<file path="src/rtl/dmem_store_buffer_pkg.sv">
// Shared data-memory store definitions: byte-enable type, enable constants, store entry layout.
// Latency: none (types, constants and a pure function only).
// Backpressure: not applicable.
package dmem_store_buffer_pkg;

  // One enable bit per byte lane of a 32-bit data word.
  typedef logic [3:0] dmem_we_t;

  localparam dmem_we_t WE_NONE = 4'b0000;
  localparam dmem_we_t WE_WORD = 4'b1111;

  // Byte address width the entry layout is sized for. Designs using a
  // narrower address zero-extend the word address into this field.
  localparam int DMEM_AW   = 32;
  localparam int DMEM_WA_W = DMEM_AW - 2;

  typedef logic [DMEM_WA_W-1:0] dmem_waddr_t;

  // One queued store: word address, lane-aligned data and byte enables.
  typedef struct packed {
    dmem_waddr_t waddr;
    logic [31:0] data;
    dmem_we_t    we;
  } sb_entry_t;

  // Expand per-lane enables into a 32-bit bit mask (lane i -> bits 8i+7:8i).
  function automatic logic [31:0] we_to_mask(input dmem_we_t we);
    logic [31:0] mask;
    mask = '0;
    for (int i = 0; i < 4; i++) begin
      mask[8*i +: 8] = {8{we[i]}};
    end
    return mask;
  endfunction

endpackage

</file>
<file path="src/rtl/sb_byte_merge.sv">
// Per-lane merge of a new partial store into an existing store word.
// Latency: purely combinational.
// Backpressure: none; the caller decides when the merged result is written.
module sb_byte_merge
  import dmem_store_buffer_pkg::*;
(
  input  logic [31:0] old_data,
  input  dmem_we_t    old_we,
  input  logic [31:0] new_data,
  input  dmem_we_t    new_we,
  output logic [31:0] merged_data,
  output dmem_we_t    merged_we
);

  logic [31:0] lane_mask;

  // Lanes enabled by the new store take its byte; all other lanes keep the old byte and enable.
  always_comb begin
    lane_mask   = we_to_mask(new_we);
    merged_data = (old_data & ~lane_mask) | (new_data & lane_mask);
    merged_we   = old_we | new_we;
  end

endmodule

</file>
<file path="src/rtl/dmem_store_buffer.sv">
// Posted-write store buffer: queues lane-aligned stores in order, merges same-word stores into the newest entry, drains to data memory.
// Latency: an accepted store is presented on mem_* from the next cycle; mem_req && mem_ack retires the head at that edge (zero-latency ack allowed).
// Backpressure: st_ready is low while all DEPTH entries are occupied (a same-cycle pop does not free a slot); the head stays stable until acked.
module dmem_store_buffer
  import dmem_store_buffer_pkg::*;
#(
  parameter int DEPTH = 4,  // power of two, >= 2
  parameter int AW    = 32  // byte address width, <= DMEM_AW
) (
  input  logic          clk,
  input  logic          rst,
  // store lane from the MEM-stage aligner
  input  logic          st_valid,
  output logic          st_ready,
  input  logic [AW-1:0] st_addr,
  input  logic [31:0]   st_data,
  input  logic [3:0]    st_we,
  // load hazard probe
  input  logic          ld_valid,
  input  logic [AW-1:0] ld_addr,
  output logic          ld_hazard,
  // data memory write port
  output logic          mem_req,
  output logic [AW-1:0] mem_addr,
  output logic [31:0]   mem_wdata,
  output logic [3:0]    mem_we,
  input  logic          mem_ack,
  output logic          sb_empty
);

  localparam int PW = $clog2(DEPTH);
  localparam int CW = PW + 1;
  localparam logic [CW-1:0] FULL_CNT = CW'(DEPTH);
  localparam logic [CW-1:0] MERGE_MIN_CNT = CW'(2);

  sb_entry_t      entries [DEPTH];
  logic [PW-1:0]  head;
  logic [PW-1:0]  tail;
  logic [PW-1:0]  tail_m1;
  logic [CW-1:0]  count;

  dmem_waddr_t    st_word;
  dmem_waddr_t    ld_word;
  sb_entry_t      head_ent;
  sb_entry_t      newest_ent;

  logic           st_take;
  logic           coalesce;
  logic           push;
  logic           pop;

  logic [31:0]    merged_data;
  dmem_we_t       merged_we;

  logic [DEPTH-1:0] ent_live;
  logic [DEPTH-1:0] ld_match;

  // Byte-offset bits are irrelevant at word granularity.
  logic           unused_offsets;
  assign unused_offsets = ^{st_addr[1:0], ld_addr[1:0]};

  assign st_word    = dmem_waddr_t'(st_addr[AW-1:2]);
  assign ld_word    = dmem_waddr_t'(ld_addr[AW-1:2]);
  assign tail_m1    = tail - PW'(1);
  assign head_ent   = entries[head];
  assign newest_ent = entries[tail_m1];

  // Acceptance looks only at the registered count so a full buffer never
  // depends on the memory ack path in the same cycle.
  assign st_ready = (count != FULL_CNT);
  assign sb_empty = (count == '0);
  assign mem_req  = !sb_empty;

  // A store with no enabled lanes is accepted but changes nothing.
  assign st_take = st_valid && st_ready && (st_we != WE_NONE);

  // Merge only into the newest entry when it is not the head: with two or
  // more entries tail-1 can never be mid-handshake, even if the head pops now.
  assign coalesce = st_take && (count >= MERGE_MIN_CNT) && (newest_ent.waddr == st_word);
  assign push     = st_take && !coalesce;
  assign pop      = mem_req && mem_ack;

  sb_byte_merge u_merge (
    .old_data    (newest_ent.data),
    .old_we      (newest_ent.we),
    .new_data    (st_data),
    .new_we      (st_we),
    .merged_data (merged_data),
    .merged_we   (merged_we)
  );

  // Head outputs are forced to zero while empty so stale entries never show.
  assign mem_addr  = mem_req ? AW'({head_ent.waddr, 2'b00}) : '0;
  assign mem_wdata = mem_req ? head_ent.data : '0;
  assign mem_we    = mem_req ? head_ent.we   : WE_NONE;

  // An entry slot is live when its distance from head is below count.
  for (genvar i = 0; i < DEPTH; i++) begin : g_cmp
    logic [PW-1:0] rel;
    assign rel         = PW'(i) - head;
    assign ent_live[i] = ({1'b0, rel} < count);
    assign ld_match[i] = ent_live[i] && (entries[i].waddr == ld_word);
  end

  // The head still counts in its ack cycle; the incoming store is never compared.
  assign ld_hazard = ld_valid && (|ld_match);

  // Queue control: pointers wrap naturally at DEPTH, count tracks occupancy; reset drops everything.
  always_ff @(posedge clk) begin
    if (rst) begin
      head  <= '0;
      tail  <= '0;
      count <= '0;
    end else begin
      if (push) begin
        tail <= tail + PW'(1);
      end
      if (pop) begin
        head <= head + PW'(1);
      end
      case ({push, pop})
        2'b10:   count <= count + CW'(1);
        2'b01:   count <= count - CW'(1);
        default: count <= count;
      endcase
    end
  end

  // Entry storage: new stores land at tail, same-word stores merge into tail-1; contents are don't-care outside count.
  always_ff @(posedge clk) begin
    if (push) begin
      entries[tail] <= '{waddr: st_word, data: st_data, we: st_we};
    end else if (coalesce) begin
      entries[tail_m1] <= '{waddr: newest_ent.waddr, data: merged_data, we: merged_we};
    end
  end

endmodule

</file>
<file path="config.mk">
export PLATFORM = sky130hd
export DESIGN_NAME = dmem_store_buffer
export DESIGN_NICKNAME = d
export VERILOG_FILES = /design/src/rtl/dmem_store_buffer_pkg.sv /design/src/rtl/sb_byte_merge.sv /design/src/rtl/dmem_store_buffer.sv
export SDC_FILE = /design/constraint.sdc
export NUM_CORES = 1
export LEC_CHECK = 0
export CAP_MARGIN = 20
export CORE_ASPECT_RATIO = 0.7
export CORE_MARGIN = 3
export CORE_UTILIZATION = 55
export CTS_CLUSTER_DIAMETER = 80
export CTS_CLUSTER_SIZE = 25
export DETAILED_ROUTE_END_ITERATION = 12
export HOLD_SLACK_MARGIN = 0.02
export PLACE_DENSITY_LB_ADDON = 0.08
export SLEW_MARGIN = 20
export SYNTH_ARGS = -nofsm -noshare
export SYNTH_HDL_FRONTEND = slang
export SYNTH_SLANG_ARGS = --single-unit
</file>
<file path="constraint.sdc">
create_clock -name clk -period 8.7 [get_ports clk]
set_input_delay 2.61 -clock clk [delete_from_list [all_inputs] [get_ports clk]]
set_output_delay 2.61 -clock clk [all_outputs]
set_load 0.02 [all_outputs]
</file>
### Yosys cells after proc, flatten, opt, wreduce, memory -nomap -nowiden

Memory sizes are Yosys's and may differ from the RTL's. A register that Yosys moved wholly into a read port is not among the register bits.
Index checks and enable logic that the tools add are counted.

| storage, ports and cells | value |
|---|---|
| RAM bits | 264 |
| output and inout bits | 72 |
| word-level logic and storage cells | 63 |
| input port bits | 105 |
| register bits after elaboration | 7 |
| memories | 1 |

| cells by class | value |
|---|---|
| bitwise gates (word level) | 5 |
| equal/unequal tests | 8 |
| reductions and logical operators | 18 |
| $lt $le $gt $ge | 5 |
| $add $sub $neg | 9 |
| mux-type cells | 14 |

Memory list:

| name | depth | width | rd ports | clocked after memory_dff | write ports | RTL line | RTL |
|---|---|---|---|---|---|---|---|
| entries | 4 | 66 | 6 | 1 | 1 | dmem_store_buffer.sv:36 | `sb_entry_t entries [DEPTH];` |

Operator list:

| kind | count |
|---|---|
| $eq 30x30->1 | 5 |
| $mux 66 | 1 |
| $reduce_or 66->1 | 1 |
| $and 32x32->32 | 2 |
| $mux 32 | 2 |
| $not 32->32 | 1 |
| $or 32x32->32 | 1 |
| $lt 2x3->1 | 4 |
| $logic_and 1x1->1 | 11 |
| $mux 1 | 6 |
| $mux 2 | 3 |
| $pmux 3 s2 | 1 |
| $add 2x1->2 const B | 2 |
| $mux 4 | 1 |
| $or 4x4->4 | 1 |
| $reduce_bool 4->1 | 1 |
| $reduce_or 4->1 | 1 |
| $sub 1x2->2 const A | 2 |
| $sub 2x2->2 const A | 2 |
| $add 3x1->3 const B | 1 |
| $ge 3x2->1 const B | 1 |
| $logic_not 3->1 | 1 |
| $ne 3x3->1 const B | 1 |
| $sub 3x1->3 const B | 1 |
| other kinds (5) | 6 |

### Depth between registers and ports, before layout

| depth | value |
|---|---|
| depth in word-level cells | 11 |
| depth in mapped cells | 16 |
| depth with buffers taken out | 13 |

### Hierarchy

Synthesis repeated with hierarchy kept, for this count alone.

| second synthesis, totals | value |
|---|---|
| cells, all modules | 962 |
| area total of the unflattened synthesis | 15,109.5 um2 |

Modules (own cells, without submodules):

| module | area an instance (um2) | instances | sequential area each (um2) | cells each |
|---|---|---|---|---|
| dmem_store_buffer | 14,559.0 | 1 | 8,107.8 | 922 |
| sb_byte_merge | 550.5 | 1 | 0.0 | 40 |

### Worst setup path after synthesis

No wires, ideal clock.

| timing path | value |
|---|---|
| path type | input to register |
| start point | input st_we[1] |
| end point | memory entries[1][0] (netlist bit) (enable) |
| data required time | 8,182 ps |
| path slack | 606 ps |
| arrival | 7,576 ps |
| library setup time | 518 ps |
| stages on the path | 8 |
| buffers on the path | 1 |
| path through | or4_1 and3_1 clkbuf_1 nand3_1 a311oi_1 nand4_4 nor3_4 mux2i_1 |

| on the way | value |
|---|---|
| word-level cells in the longest chain between the ends | 10 |
| elaborated cells between the ends (all ways) | 14 |
| classes of those cells | 7 x mux; 7 x reduce/logical |

Ends and longest elaborated chain:

| element | RTL line | RTL |
|---|---|---|
| start: declaration | dmem_store_buffer.sv:17 | `input logic [3:0] st_we,` |
| $reduce_bool 4->1 * | dmem_store_buffer.sv:75 | `assign st_take = st_valid && st_ready && (st_we != WE_NONE);` |
| $logic_and 1x1->1 * | dmem_store_buffer.sv:75 |  |
| $logic_and 1x1->1 (2 in a row) | dmem_store_buffer.sv:79 | `assign coalesce = st_take && (count >= MERGE_MIN_CNT) && (newest_ent.waddr == st_word);` |
| $logic_not 1->1 | dmem_store_buffer.sv:80 | `assign push = st_take && !coalesce;` |
| $logic_and 1x1->1 | dmem_store_buffer.sv:80 |  |
| $mux 1 | dmem_store_buffer.sv:131 | `if (push) begin` |
| $mux 1 (implied by the code) | dmem_store_buffer.sv:134 | `entries[tail_m1] <= '{waddr: newest_ent.waddr, data: merged_data, we: merged_we};` |
| $reduce_or 66->1 (no source line) | -- |  |
| $mux 2 (no source line) or $mux 1 (tied branches) | -- |  |
| end: declaration | dmem_store_buffer.sv:36 |  |

Every way passes the cells marked *; elsewhere a longest branch is shown, timed or not.

### Worst setup path in the final report

| timing path | value |
|---|---|
| start point | input ld_addr[3] |
| end point | output ld_hazard |

| on the way | value |
|---|---|
| word-level cells in the longest chain between the ends | 4 |
| elaborated cells between the ends (all ways) | 10 |
| classes of those cells | 4 x eq/ne; 6 x reduce/logical |

Ends and longest elaborated chain:

| element | RTL line | RTL |
|---|---|---|
| start: declaration | dmem_store_buffer.sv:20 | `input logic [AW-1:0] ld_addr,` |
| $eq 30x30->1 | dmem_store_buffer.sv:102 | `assign ld_match[i] = ent_live[i] && (entries[i].waddr == ld_word);` |
| $logic_and 1x1->1 | dmem_store_buffer.sv:102 |  |
| $reduce_or 4->1 * | dmem_store_buffer.sv:106 | `assign ld_hazard = ld_valid && (\|ld_match);` |
| $logic_and 1x1->1 * | dmem_store_buffer.sv:106 |  |
| end: declaration | dmem_store_buffer.sv:21 | `output logic ld_hazard,` |

Marks and branches as above.

==> impl_metrics.toml <==
[floorplan]
die_h_um = 142.7
fp-row-count = 49
dieArea_um2 = 28700
start_util_pct = 56.57
die_width_um = 201.2
coreArea_um2 = 25930
pin_count = 177

[synth]
async_flop_share_pct = 0
syn-cell-area_um2 = 14670
synth_top_area_share_pct = 54.03
yosys_warnings = 0
avgSynthCellArea_um2 = 16.00
synthCells = 917
ys_ff_latch = 273
synth.area.top_cells = "edfxtp_1 54%, mux4_2 19%, xnor2_1 5.7%, xor2_1 3.1%, and2_1 2.9%"
synth-main-ff-cell = "edfxtp_1"
ys_types = 52
synth_enable_flop_cells = 264
synth.yosys.seq_area_share_pct = 55.26
synth_area_leader_cell = "edfxtp_1"

[global_routing]
grt_max_degree = 51
overflow = 0
antenna_found_initial = 0
grt_usage_pct = 26.52
grt_first_pass_wirelength_um = 57050
grt_pass1_vias = 8955

[worst_setup_path]
path_buf_inv = 2
path_cells = "clkdlybuf4s50_1 -> xnor2_1 -> nand4_1 -> nor4_1 -> o2111ai_1 -> nor4_1 -> o41a_1 -> clkdlybuf4s50_1"
critical-path-top-delay-family = "buffers and inverters"
start_kind = "input port"
critical_path_class = "in -> out"
cp.required_ps = 6090
endpoint_kind = "output pin"
crit_fanout = 4
crit_arrival_ps = 5760
cp_slowest_stage_delay_ps = 610
critPathSlowestCell = "clkdlybuf4s50_1"

[power]
peakVddDrop_v = 0.0001867
leakage_nw = 5.246
report.power.total_mw = 4.798
power_density_nw_per_um2 = 281.7

[sta]
holdWs_ps = 562.7
final-hold-violation-count = 0
finalWorstSetupSlack_ps = 334.3
final.min_clock_period_ps = 8366
worstMarginPinSlew_ps = 891.1
max_freq_ghz = 0.1195
setup_tns_ps = 0
slew_headroom_pct = 39.32
setup_viol = 0
min_period_over_period_pct = 96.16
fin_skew_ps = 35.02
slew_violations = 0
rsz0062_at_grt = "no"

[detailed_routing]
vias = 8736
drc = 0
finalWirelength_um = 37500
ant_nets = 0
wl_per_cell_um = 27.09
drtIter0Drc = 880
via_per_inst = 6.312
firstDrtPassIters = 5

[finish]
drive_gt1_share_pct = 19.77
syn_to_final_growth_pct = 16.08
design_area_um2 = 17030
fin_util_pct = 65.67
instances_no_fill = 1384
diodes = 0
fin_nets = 1134

[clock_network]
clock_path_buffers = 3
root_buffer = "clkbuf_16"
cts.sinks = 273
cts_buffers = 14
cts-hold-fix-buffers = 0
cts_tree = "built"
insertion_delay_ps = 520
clkSlewWorstSetupHoldPaths_ps = 100
cts_resized = 0
cts_setup_buffers = 0
htreeDepth = 1

[placement]
place_area_um2 = 16630
dp_hpwl_um = 25750
port_buffers = 170
dp.cells = 1364
place_worst_setup_slack_ps = 471.0
globalplace.congestion = 0.9984

[status]
status = "finished, final reports clean"

[min_path]
hold_path.class = "reg -> reg"

[job]
maxCapViolCount = 0
report_power, final:
| group | switching (mW) | internal (mW) | leakage [nW] | total [mW] |
|---|---|---|---|---|
| sequential | 0.207 | 1.67 | 2.50 | 1.88 |
| clock | 0.407 | 0.327 | 0.197 | 0.733 |
| combinational | 1.12 | 1.07 | 2.55 | 2.19 |
| total | 1.73 | 3.07 | 5.25 | 4.80 |
cell families after synthesis:
family | synth area share [%]
buffers and inverters | 2.814
XOR/XNOR | 8.835
adder cells (fa/ha/maj) | 0.5629
flip-flops | 55.26
other | 0.02556
AND/OR/NAND/NOR | 7.138
AO/OA/AOI/OAI | 2.268
multiplexers | 23.09
worst paths after layout:
path	endpoint	cells past startpoint	startpoint	slack (ps)
worst max register to register	entries[2][14]	8	tail[0]	3210
worst min-delay path	count[1]	2	count[1]	560
worst min register to register	count[1]	2	count[1]	560
worst max-delay path	ld_hazard	8	ld_addr[3]	330
cells in the mapped netlist (8+ instances only):
cell type    n
nand2b_1     8
mux2_2      29
edfxtp_1   264
nor2_1      14
clkbuf_1    76
buf_1        8
dfxtp_1      9
a21oi_1     10
mux4_2     122
nand4_1     23
and2_1      67
nor4_1      16
xnor2_1     96
xor2_1      52
mux2i_1     28
flip-flops by register name (all words and copies together), names as in the netlist, named ones only:
signal   count
entries    264
count        3
head         2
tail         2
worst register-to-register path: stages, from the launching register on:
cell and delay (ps):
dfxtp_4 600, buf_4 570, mux4_2 630, xor2_1 160
nor4_2 620, o211ai_2 480, nor3_4 770, mux2i_4 880
buf_12 380
final cells by class:
type	count	area [µm²]
Tap cell	357	446.7
Sequential cell	273	8123
Multi-Input combinational cell	544	6206
Timing Repair Buffer	183	1824
Inverter	7	26.28
Clock buffer	20	404.1
Fill cell	1866	8904
routing by layer:
layer / vias to the layer above / GRT usage [%] / routed length (µm)
met5: - / 0 / 0
met2: 423 / 38.55 / 16360
li1: 3776 / - / -
met4: 0 / 3.485 / 479
met1: 4500 / 40.69 / 16340
met3: 37 / 8.726 / 4317
cell usage in the layout (no fill, tap or decap), types with 8 or more instances in the layout:
master and n:
nor4_1 16, mux2i_1 24, mux4_2 122, buf_4 11, nand2b_1 8, and2_1 67
nor2_1 14, a21oi_1 10, mux2_2 29, clkbuf_16 15, xnor2_1 96, nand4_1 23
clkdlybuf4s50_1 170, xor2_1 52, edfxtp_1 264
Note: power is estimated with default switching activity, not from simulation.
